### src/rtl/display_pkg.sv
// display_pkg: shared digit indices, scan state and segment helpers for the display scanner.
package display_pkg;
  typedef logic [1:0] digit_t;
  typedef enum logic {BLANK, ON} scan_state_e;
  localparam digit_t DIGIT_HR_T = 2'd0;
  localparam digit_t DIGIT_HR_U = 2'd1;
  localparam digit_t DIGIT_MIN_T = 2'd2;
  localparam digit_t DIGIT_MIN_U = 2'd3;
  localparam logic [6:0] ZERO_PAT_DEF = 7'b0111111;
  function automatic logic [6:0] digit_pat(digit_t d, logic [13:0] hr, logic [13:0] mn);
    return d == DIGIT_HR_T ? hr[13:7] : d == DIGIT_HR_U ? hr[6:0] : d == DIGIT_MIN_T ? mn[13:7] : mn[6:0];
  endfunction
endpackage

### src/rtl/scan_timer.sv
// scan_timer: slot counter and digit index with slot_first/blank_done/slot_last strobes.
module scan_timer
  import display_pkg::*;
#(
  parameter int SCAN_DIV = 1000,
  parameter int BLANK_CYCLES = 2
) (
  input  logic   clk,
  input  logic   rst,
  output digit_t digit_o,
  output logic   slot_first_o,
  output logic   blank_done_o,
  output logic   slot_last_o
);
  localparam int CW = SCAN_DIV > 1 ? $clog2(SCAN_DIV) : 1;
  logic [CW-1:0] cnt_q, cnt_d;
  digit_t digit_q, digit_d;
  always_comb begin
    slot_last_o = cnt_q == CW'(SCAN_DIV - 1);
    slot_first_o = cnt_q == '0;
    blank_done_o = (BLANK_CYCLES > 0) && cnt_q == CW'(BLANK_CYCLES - 1);
    cnt_d = slot_last_o ? '0 : cnt_q + 1'b1;
    digit_d = slot_last_o ? digit_q + 2'd1 : digit_q;
  end
  always_ff @(posedge clk) begin
    if (rst) begin
      cnt_q <= '0;
      digit_q <= DIGIT_HR_T;
    end else begin
      cnt_q <= cnt_d;
      digit_q <= digit_d;
    end
  end
  assign digit_o = digit_q;
endmodule

### src/rtl/display_scan_ctrl.sv
// display_scan_ctrl: multiplexes four 7-segment digits onto one bus with frame snapshots,
// inter-digit blanking, hour-tens zero suppression and per-digit blinking.
module display_scan_ctrl
  import display_pkg::*;
#(
  parameter int SCAN_DIV = 1000,
  parameter int BLANK_CYCLES = 2,
  parameter int BLINK_FRAMES = 64,
  parameter int LZ_SUPPRESS = 1,
  parameter logic [6:0] ZERO_PAT = ZERO_PAT_DEF
) (
  input  logic        CLOCK,
  input  logic        reset,
  input  logic [13:0] hr_wire,
  input  logic [13:0] min_wire,
  input  logic        am_pm_wire,
  input  logic        blink_en,
  input  logic [3:0]  blink_mask,
  output logic [6:0]  seg_out,
  output logic        dp_out,
  output logic [3:0]  an_out,
  output logic        frame_start
);
  localparam int FW = BLINK_FRAMES > 1 ? $clog2(BLINK_FRAMES) : 1;
  digit_t digit;
  logic slot_first, blank_done, slot_last;
  logic frame_first, frame_last, lz, hide, vis;
  scan_state_e state_q, st;
  logic [28:0] snap_q, snap_d;
  logic [FW-1:0] fcnt_q;
  logic hidden_q, fwrap;
  logic [6:0] seg_q;
  logic [3:0] an_q;
  logic dp_q, fs_q;
  scan_timer #(.SCAN_DIV(SCAN_DIV), .BLANK_CYCLES(BLANK_CYCLES)) u_timer (
    .clk(CLOCK), .rst(reset), .digit_o(digit),
    .slot_first_o(slot_first), .blank_done_o(blank_done), .slot_last_o(slot_last)
  );
  always_comb begin
    frame_first = slot_first && digit == DIGIT_HR_T;
    frame_last = slot_last && digit == DIGIT_MIN_U;
    snap_d = frame_first ? {hr_wire, min_wire, am_pm_wire} : snap_q;
    st = BLANK_CYCLES == 0 ? ON : state_q;
    lz = (LZ_SUPPRESS != 0) && digit == DIGIT_HR_T && snap_d[28:22] == ZERO_PAT;
    hide = blink_en && hidden_q && blink_mask[digit];
    vis = st == ON && !lz && !hide;
    fwrap = fcnt_q == FW'(BLINK_FRAMES - 1);
  end
  always_ff @(posedge CLOCK) begin
    if (reset) begin
      state_q <= BLANK;
      snap_q <= '0;
      fcnt_q <= '0;
      hidden_q <= 1'b0;
      seg_q <= '0;
      an_q <= '0;
      dp_q <= 1'b0;
      fs_q <= 1'b0;
    end else begin
      snap_q <= snap_d;
      fs_q <= frame_first;
      seg_q <= vis ? digit_pat(digit, snap_d[28:15], snap_d[14:1]) : '0;
      an_q <= vis ? 4'b0001 << digit : '0;
      dp_q <= vis && digit == DIGIT_MIN_U && snap_d[0];
      state_q <= slot_last ? (BLANK_CYCLES == 0 ? ON : BLANK) : blank_done ? ON : state_q;
      // Advance on the edge that opens the next frame so a whole frame shares one phase.
      if (frame_last) begin
        fcnt_q <= fwrap ? '0 : fcnt_q + 1'b1;
        hidden_q <= fwrap ? !hidden_q : hidden_q;
      end
    end
  end
  assign seg_out = seg_q;
  assign an_out = an_q;
  assign dp_out = dp_q;
  assign frame_start = fs_q;
endmodule
### config.mk
export PLATFORM = sky130hd
export DESIGN_NAME = display_scan_ctrl
export DESIGN_NICKNAME = d
export VERILOG_FILES = /design/src/rtl/display_pkg.sv /design/src/rtl/scan_timer.sv /design/src/rtl/display_scan_ctrl.sv
export SDC_FILE = /design/constraint.sdc
export NUM_CORES = 1
export LEC_CHECK = 0
export CAP_MARGIN = 20
export CORE_ASPECT_RATIO = 1.2
export CORE_MARGIN = 8
export CORE_UTILIZATION = 42
export CTS_BUF_LIST = sky130_fd_sc_hd__clkbuf_4 sky130_fd_sc_hd__clkbuf_8 sky130_fd_sc_hd__clkbuf_16
export CTS_CLUSTER_DIAMETER = 40
export CTS_CLUSTER_SIZE = 10
export DETAILED_ROUTE_END_ITERATION = 8
export GPL_TIMING_DRIVEN = 0
export HOLD_SLACK_MARGIN = 0.03
export PLACE_DENSITY = 0.75
export SLEW_MARGIN = 20
export SYNTH_ARGS = -nofsm -noshare
export SYNTH_HDL_FRONTEND = slang
export SYNTH_SLANG_ARGS = --single-unit
### constraint.sdc
create_clock -name CLOCK -period 4.6 [get_ports CLOCK]
set_input_delay 0.92 -clock CLOCK [delete_from_list [all_inputs] [get_ports CLOCK]]
set_output_delay 0.92 -clock CLOCK [all_outputs]
set_load 0.005 [all_outputs]
==> impl_metrics.py, run 1 <==
metrics = {
    "critical_path": {
        "rr_worst_depth": 9,
        "critPathArrivalTime_ns": 2.65,
        "slowest_stage": "mux4_2",
        "r2r-end": "seg_out[3]",
        "crit_cells": 9,
        "r2r_slack_ns": 2.14,
        "slowest_delay_ns": 0.45,
        "crit_family": "buffers and inverters",
        "cp.required_ns": 4.79,
        "end_kind": "register",
        "cp-endpoint": "seg_out[3]",
        "critical_path_class": "reg2reg",
        "path_max_fanout": 10,
        "critPathBufInv": 3,
        "crit_chain": "inv_1, ha_1, clkbuf_1, nand2_1, or3_4, buf_6, mux4_2, nand2b_1, a221oi_1",
        "startpoint_type": "register",
        "r2r-start": "u_timer.digit_o[0]",
        "crit_start": "u_timer.digit_o[0]",
    },
    "clock_tree": {
        "h-tree-depth": 3,
        "clk_pin_slew_worst_paths_ns": 0.07,
        "cts.hold.buffers_added": 0,
        "clock_latency_ns": 0.34,
        "cts_resized": 0,
        "numCtsBuffers": 9,
        "cts_tree": "yes",
        "cts-root-buf": "clkbuf_8",
        "clockBufferDepth": 2,
        "clock-sinks": 62,
        "cts_setup_buffers": 0,
    },
    "floorplan": {
        "io_pins": 49,
        "initial_core_util": 0.4269,
        "dieArea_um2": 9311,
        "rows": 32,
        "die_h_um": 104.1,
        "fp.dieW_um": 89.43,
        "fp.coreArea_um2": 6366,
    },
    "drt": {
        "via_count": 2103,
        "drt_pre_antenna_iters": 4,
        "wire_per_inst_um": 14.91,
        "drc": 0,
        "drt-initial-drc-count": 70,
        "wirelength_um": 6173,
        "antenna_left": 0,
        "vias_per_cell": 5.080,
    },
    "power": {
        "powerDensity_nw_per_um2": 352.5,
        "leakage_nw": 1.388,
        "ir_drop_v": 0.0002221,
    },
    "sta": {
        "hold_viol": 0,
        "setup_viol": 0,
        "rsz0062_at_grt": "no",
        "period_share": 0.5338,
        "maxSlewViolCount": 0,
        "fmax_mhz": 407.2,
        "period_needed_ns": 2.456,
        "slew_headroom": 0.6458,
        "tns_ns": 0,
        "tightest_slew_ns": 0.5313,
        "clock_skew_ns": 0.01041,
        "fin_ws_ns": 2.144,
    },
    "synth": {
        "ys_warn_count": 0,
        "syn_area_per_cell_um2": 10.18,
        "yosysTopAreaCellShare": 0.4567,
        "yosys_most_used_dff": "dfxtp_1",
        "ys_seq_area_frac": 0.4567,
        "synth.area.top_cells": "dfxtp_1 (46%), mux2i_1 (11%), nor2_1 (7.3%), mux4_2 (5.0%), ha_1 (3.7%)",
        "syn_nets": 311,
        "yosysTopAreaCell": "dfxtp_1",
        "yosys_register_bits": 62,
        "async_flop_share": 0,
        "yosysUniqueCellTypes": 37,
        "synth_edf_count": 0,
        "synthCells": 267,
        "syn_area_um2": 2718,
    },
    "cells_and_area": {
        "syn2layout_area_growth_pct": 28.13,
        "drive_gt1_frac": 0.1003,
        "final_common_cell": "dfxtp_1",
        "final_cell_mix": "dfxtp_1 (62), nor2_1 (53), clkdlybuf4s50_1 (47)",
        "fillers": 558,
        "antenna_cells": 0,
        "finish.net_count": 369,
    },
    "place": {
        "dp_hpwl_um": 4576,
        "post-place-ws_ns": 1.816,
        "gp_congestion": 0.8077,
        "port_buffers": 47,
    },
    "global_routing": {
        "grt_pass1_wl_um": 10260,
        "first_global_vias": 2230,
        "track_usage": 0.1430,
        "antenna_found_initial": 0,
        "overflow": 0,
        "grt_max_degree": 12,
    },
    "min_path": {
        "hold_path_class": "reg2reg",
        "hp-start": "st",
    },
    "status": {
        "status": "finished clean",
    },
    "run": {
        "max_cap_violations": 0,
    },
}
==> flip-flops by register name, indices dropped and copies added (netlist names) <==
name,flops
u_timer.cnt_q,10
u_timer.digit_o,2
fcnt_q,6
snap_q,29
hidden_q,1
an_out,4
st,1
frame_start,1
dp_out,1
seg_out,7
==> how the worst min path moves through the flow <==
stage               slack [ns]         to  cells past startpoint
floorplan                 0.44         st                      2
global placement          0.46         st                      2
detailed placement        0.47         st                      2
CTS                       0.49         st                      2
global route              0.51  fcnt_q[5]                      2
finish                    0.49         st                      2
==> layout make-up <==
| cell class | instances | area (um2) | area share |
|---|---|---|---|
| Buffer | 14 | 71.32 | 0.02048 |
| Clock buffer | 9 | 123.9 | 0.03557 |
| Clock inverter | 6 | 63.81 | 0.01833 |
| Inverter | 7 | 26.28 | 0.007546 |
| Multi-Input combinational cell | 184 | 1379 | 0.3960 |
| Sequential cell | 62 | 1241 | 0.3564 |
| Tap cell | 85 | 106.4 | 0.03054 |
| Timing Repair Buffer | 47 | 470.5 | 0.1351 |
==> through the flow <==
| stage | area (um2) | utilization | power [mW] | std cells | hold slack [ns] |
|---|---|---|---|---|---|
| after floorplan | 2718 | - | 0.7131 | 267 | 0.4367 |
| after global placement | 3294 | 0.5175 | 0.7766 | 399 | 0.4602 |
| after detailed placement | 3294 | 0.5175 | 0.7815 | 399 | 0.4679 |
| after CTS | 3482 | 0.5470 | 1.239 | 414 | 0.4859 |
| after global routing | 3482 | 0.5470 | 1.279 | 414 | 0.5075 |
| final | 3482 | 0.5470 | 1.228 | 414 | 0.4859 |
==> cells by family (layout without fill, tap and decap cells) <==
| kind of cell | count (synthesis) | in the layout | share of synthesized area |
|---|---|---|---|
| multiplexers | 38 | 38 | 0.1782 |
| buffers and inverters | 21 | 83 | 0.03591 |
| flip-flops | 62 | 62 | 0.4567 |
| AND/OR/NAND/NOR | 103 | 103 | 0.1879 |
| XOR/XNOR | 14 | 14 | 0.04512 |
| AO/OA/AOI/OAI | 21 | 21 | 0.05939 |
| adder cells (fa/ha/maj) | 8 | 8 | 0.03683 |
==> layer usage <==
layer | track usage | vias to the layer above | routed length (um)
met5 | 0 | - | 0
met4 | 0.08582 | 0 | 210
met3 | 0.04506 | 18 | 388
met2 | 0.2298 | 63 | 3020
met1 | 0.1581 | 976 | 2553
li1 | - | 1046 | -
==> synthesized netlist by cell type (6+ instances only) <==
master,number
nand2_1,7
mux4_2,6
a21oi_1,11
dfxtp_1,62
xnor2_1,9
inv_1,6
mux2i_1,30
nor2_1,53
nand2b_1,6
clkbuf_1,10
ha_1,8
nand3_1,8
==> where the power goes <==
part	leakage, nW	switching [mW]	internal (mW)
Sequential	0.507	0.0157	0.569
Clock	0.0911	0.214	0.246
Combinational	0.790	0.0830	0.101
==> worst register-to-register path: cells and delay by family, from the launching register on <==
kind	cells	cell delay (ns)
AO/OA/AOI/OAI	1	0.08
adder cells (fa/ha/maj)	1	0.16
buffers and inverters	3	0.64
flip-flops	1	0.39
multiplexers	1	0.45
AND/OR/NAND/NOR	3	0.59
Power figures use the tool's default switching activity.
==> run 2, diff against run 1 <==
==> constraint.sdc (replaced) <==
create_clock -name CLOCK -period 2.29 [get_ports CLOCK]
set_input_delay 0.458 -clock CLOCK [delete_from_list [all_inputs] [get_ports CLOCK]]
set_output_delay 0.458 -clock CLOCK [all_outputs]
set_load 0.005 [all_outputs]
==> run 2 against run 1 <==
  * Power rose by 100%
  * Largest power group unchanged
  * Cell area increased by 1.2%
  * Critical path type unchanged
  * First-iteration DRC count stayed put
  * Flip-flop and latch count is the same
==> impl_metrics.py, run 2 (synthesis gave the netlist of run 1 again) <==
metrics = {
    "sta": {
        "fmax_mhz": 437.0,
        "maxSlewViolCount": 0,
        "tightest_slew_ns": 0.5300,
        "period_needed_ns": 2.288,
        "period_share": 0.9992,
        "slew_headroom": 0.6467,
        "setup_viol": 0,
        "rsz0062_at_grt": "yes",
        "hold_viol": 0,
        "tns_ns": 0,
        "clock_skew_ns": 0.009045,
    },
    "clock_tree": {
        "cts_tree": "yes",
        "clk_pin_slew_worst_paths_ns": 0.07,
        "h-tree-depth": 3,
        "clockBufferDepth": 2,
        "clock-sinks": 62,
        "cts.hold.buffers_added": 0,
        "cts_resized": 6,
        "numCtsBuffers": 9,
        "cts-root-buf": "clkbuf_8",
        "cts_setup_buffers": 0,
        "clock_latency_ns": 0.34,
    },
    "critical_path": {
        "r2r-start": "u_timer.cnt_q[7]",
        "rr_worst_depth": 6,
        "critPathArrivalTime_ns": 2.48,
        "slowest_stage": "or4_4",
        "r2r-end": "seg_out[3]",
        "critical_path_class": "reg2reg",
        "startpoint_type": "register",
        "cp.required_ns": 2.48,
        "r2r_slack_ns": 0.002,
        "end_kind": "register",
        "slowest_delay_ns": 0.55,
        "path_max_fanout": 10,
        "crit_chain": "or4_4, or3_4, buf_12, mux4_2, nand2b_1, a221oi_1",
    },
    "global_routing": {
        "first_global_vias": 2246,
        "top_usage_layer": "met2",
        "track_usage": 0.1437,
        "overflow": 0,
        "grt_pass1_wl_um": 10310,
        "use_met2": 0.2330,
        "grt_max_degree": 12,
        "antenna_found_initial": 0,
        "met3_usage": 0.05455,
        "met1_usage": 0.1571,
    },
    "cells_and_area": {
        "final_common_cell": "dfxtp_1",
        "largest_register_ff_count": 29,
        "largest_register": "snap_q",
        "antenna_cells": 0,
        "syn2layout_area_growth_pct": 29.70,
        "finish.net_count": 368,
        "fin_util": 0.5537,
        "final_cell_mix": "dfxtp_1 (58), nor2_1 (53), clkdlybuf4s50_1 (47)",
        "drive_gt1_frac": 0.1280,
    },
    "place": {
        "gp_congestion": 0.8077,
        "port_buffers": 47,
        "dp_hpwl_um": 4576,
    },
    "drt": {
        "drc": 0,
        "antenna_left": 0,
        "drt_pre_antenna_iters": 4,
        "via_count": 2076,
        "wire_per_inst_um": 15.05,
        "vias_per_cell": 5.027,
        "wirelength_um": 6217,
        "drt-initial-drc-count": 70,
    },
    "floorplan": {
        "rows": 32,
        "dieArea_um2": 9311,
        "fp.dieW_um": 89.43,
        "die_h_um": 104.1,
        "fp.coreArea_um2": 6366,
        "io_pins": 49,
        "initial_core_util": 0.4269,
    },
    "min_path": {
        "holdPathEnd": "snap_q[0]",
        "min_path_cells": 2,
        "hold_path_class": "in2reg",
        "hp-start": "reset",
    },
    "run": {
        "max_cap_violations": 0,
    },
    "power": {
        "power.total_mw": 2.477,
        "ir_drop_v": 0.0004463,
        "powerDensity_nw_per_um2": 702.7,
        "leakage_nw": 1.396,
    },
    "status": {
        "status": "finished clean",
    },
}
[run 2: cell types whose count changed in the layout (fill, tap and decap cells not counted), sizes merged]
cell,delta
clkbuf,-1
[run 2: cell type report]
| type | instances | area [um2] |
|---|---|---|
| buffer | 13 | 85.08 |
| clock buffer | 9 | 123.9 |
| clock inverter | 6 | 63.81 |
| fill | 550 | 2841 |
| inverter | 7 | 26.28 |
| multi-input combinational | 184 | 1403 |
| sequential | 62 | 1246 |
| tap | 85 | 106.4 |
| timing repair buffer | 47 | 470.5 |
[run 2: power breakdown]
| part | leakage, nW | internal [mW] | switching [mW] |
|---|---|---|---|
| clock | 0.0911 | 0.493 | 0.427 |
| sequential | 0.509 | 1.14 | 0.0319 |
| combinational | 0.796 | 0.213 | 0.169 |
[run 2: critical path, delay by kind of cell (launching register included)]
kind                   cells  cell delay [ns]
AOI/OAI and AO/OA          1             0.09
buffers and inverters      1             0.17
DFF                        1             0.34
muxes                      1             0.44
and+or+nand+nor            3             1.11
[run 2: metal layers]
metal  part of all wire  wire length [um]
met3              0.066               410
met1               0.41              2577
met4              0.021               131
met5                  0                 0
met2               0.50              3097
[run 2: worst max-delay path by stage]
stage / from / end / slack [ns]
after global placement: u_timer.digit_o[0] / seg_out[4] / -0.13
after CTS: u_timer.cnt_q[4] / seg_out[3] / 0.007
after global routing: u_timer.cnt_q[7] / seg_out[3] / -0.009
after floorplan: u_timer.cnt_q[7] / seg_out[6] / 0.18
after detailed placement: u_timer.digit_o[0] / seg_out[3] / -0.16
final: u_timer.cnt_q[7] / seg_out[3] / 0.002
[run 2: metrics by stage]
step,setup WS [ns],std cells,instance area [um2],hold WS [ns]
finish,0.001725,413,3525,0.4645
global route,-0.008895,413,3525,0.4847
CTS,0.006693,413,3495,0.4483
detailed placement,-0.1586,399,3294,0.4679
global placement,-0.1257,399,3294,0.4602
floorplan,0.1785,267,2718,0.4367
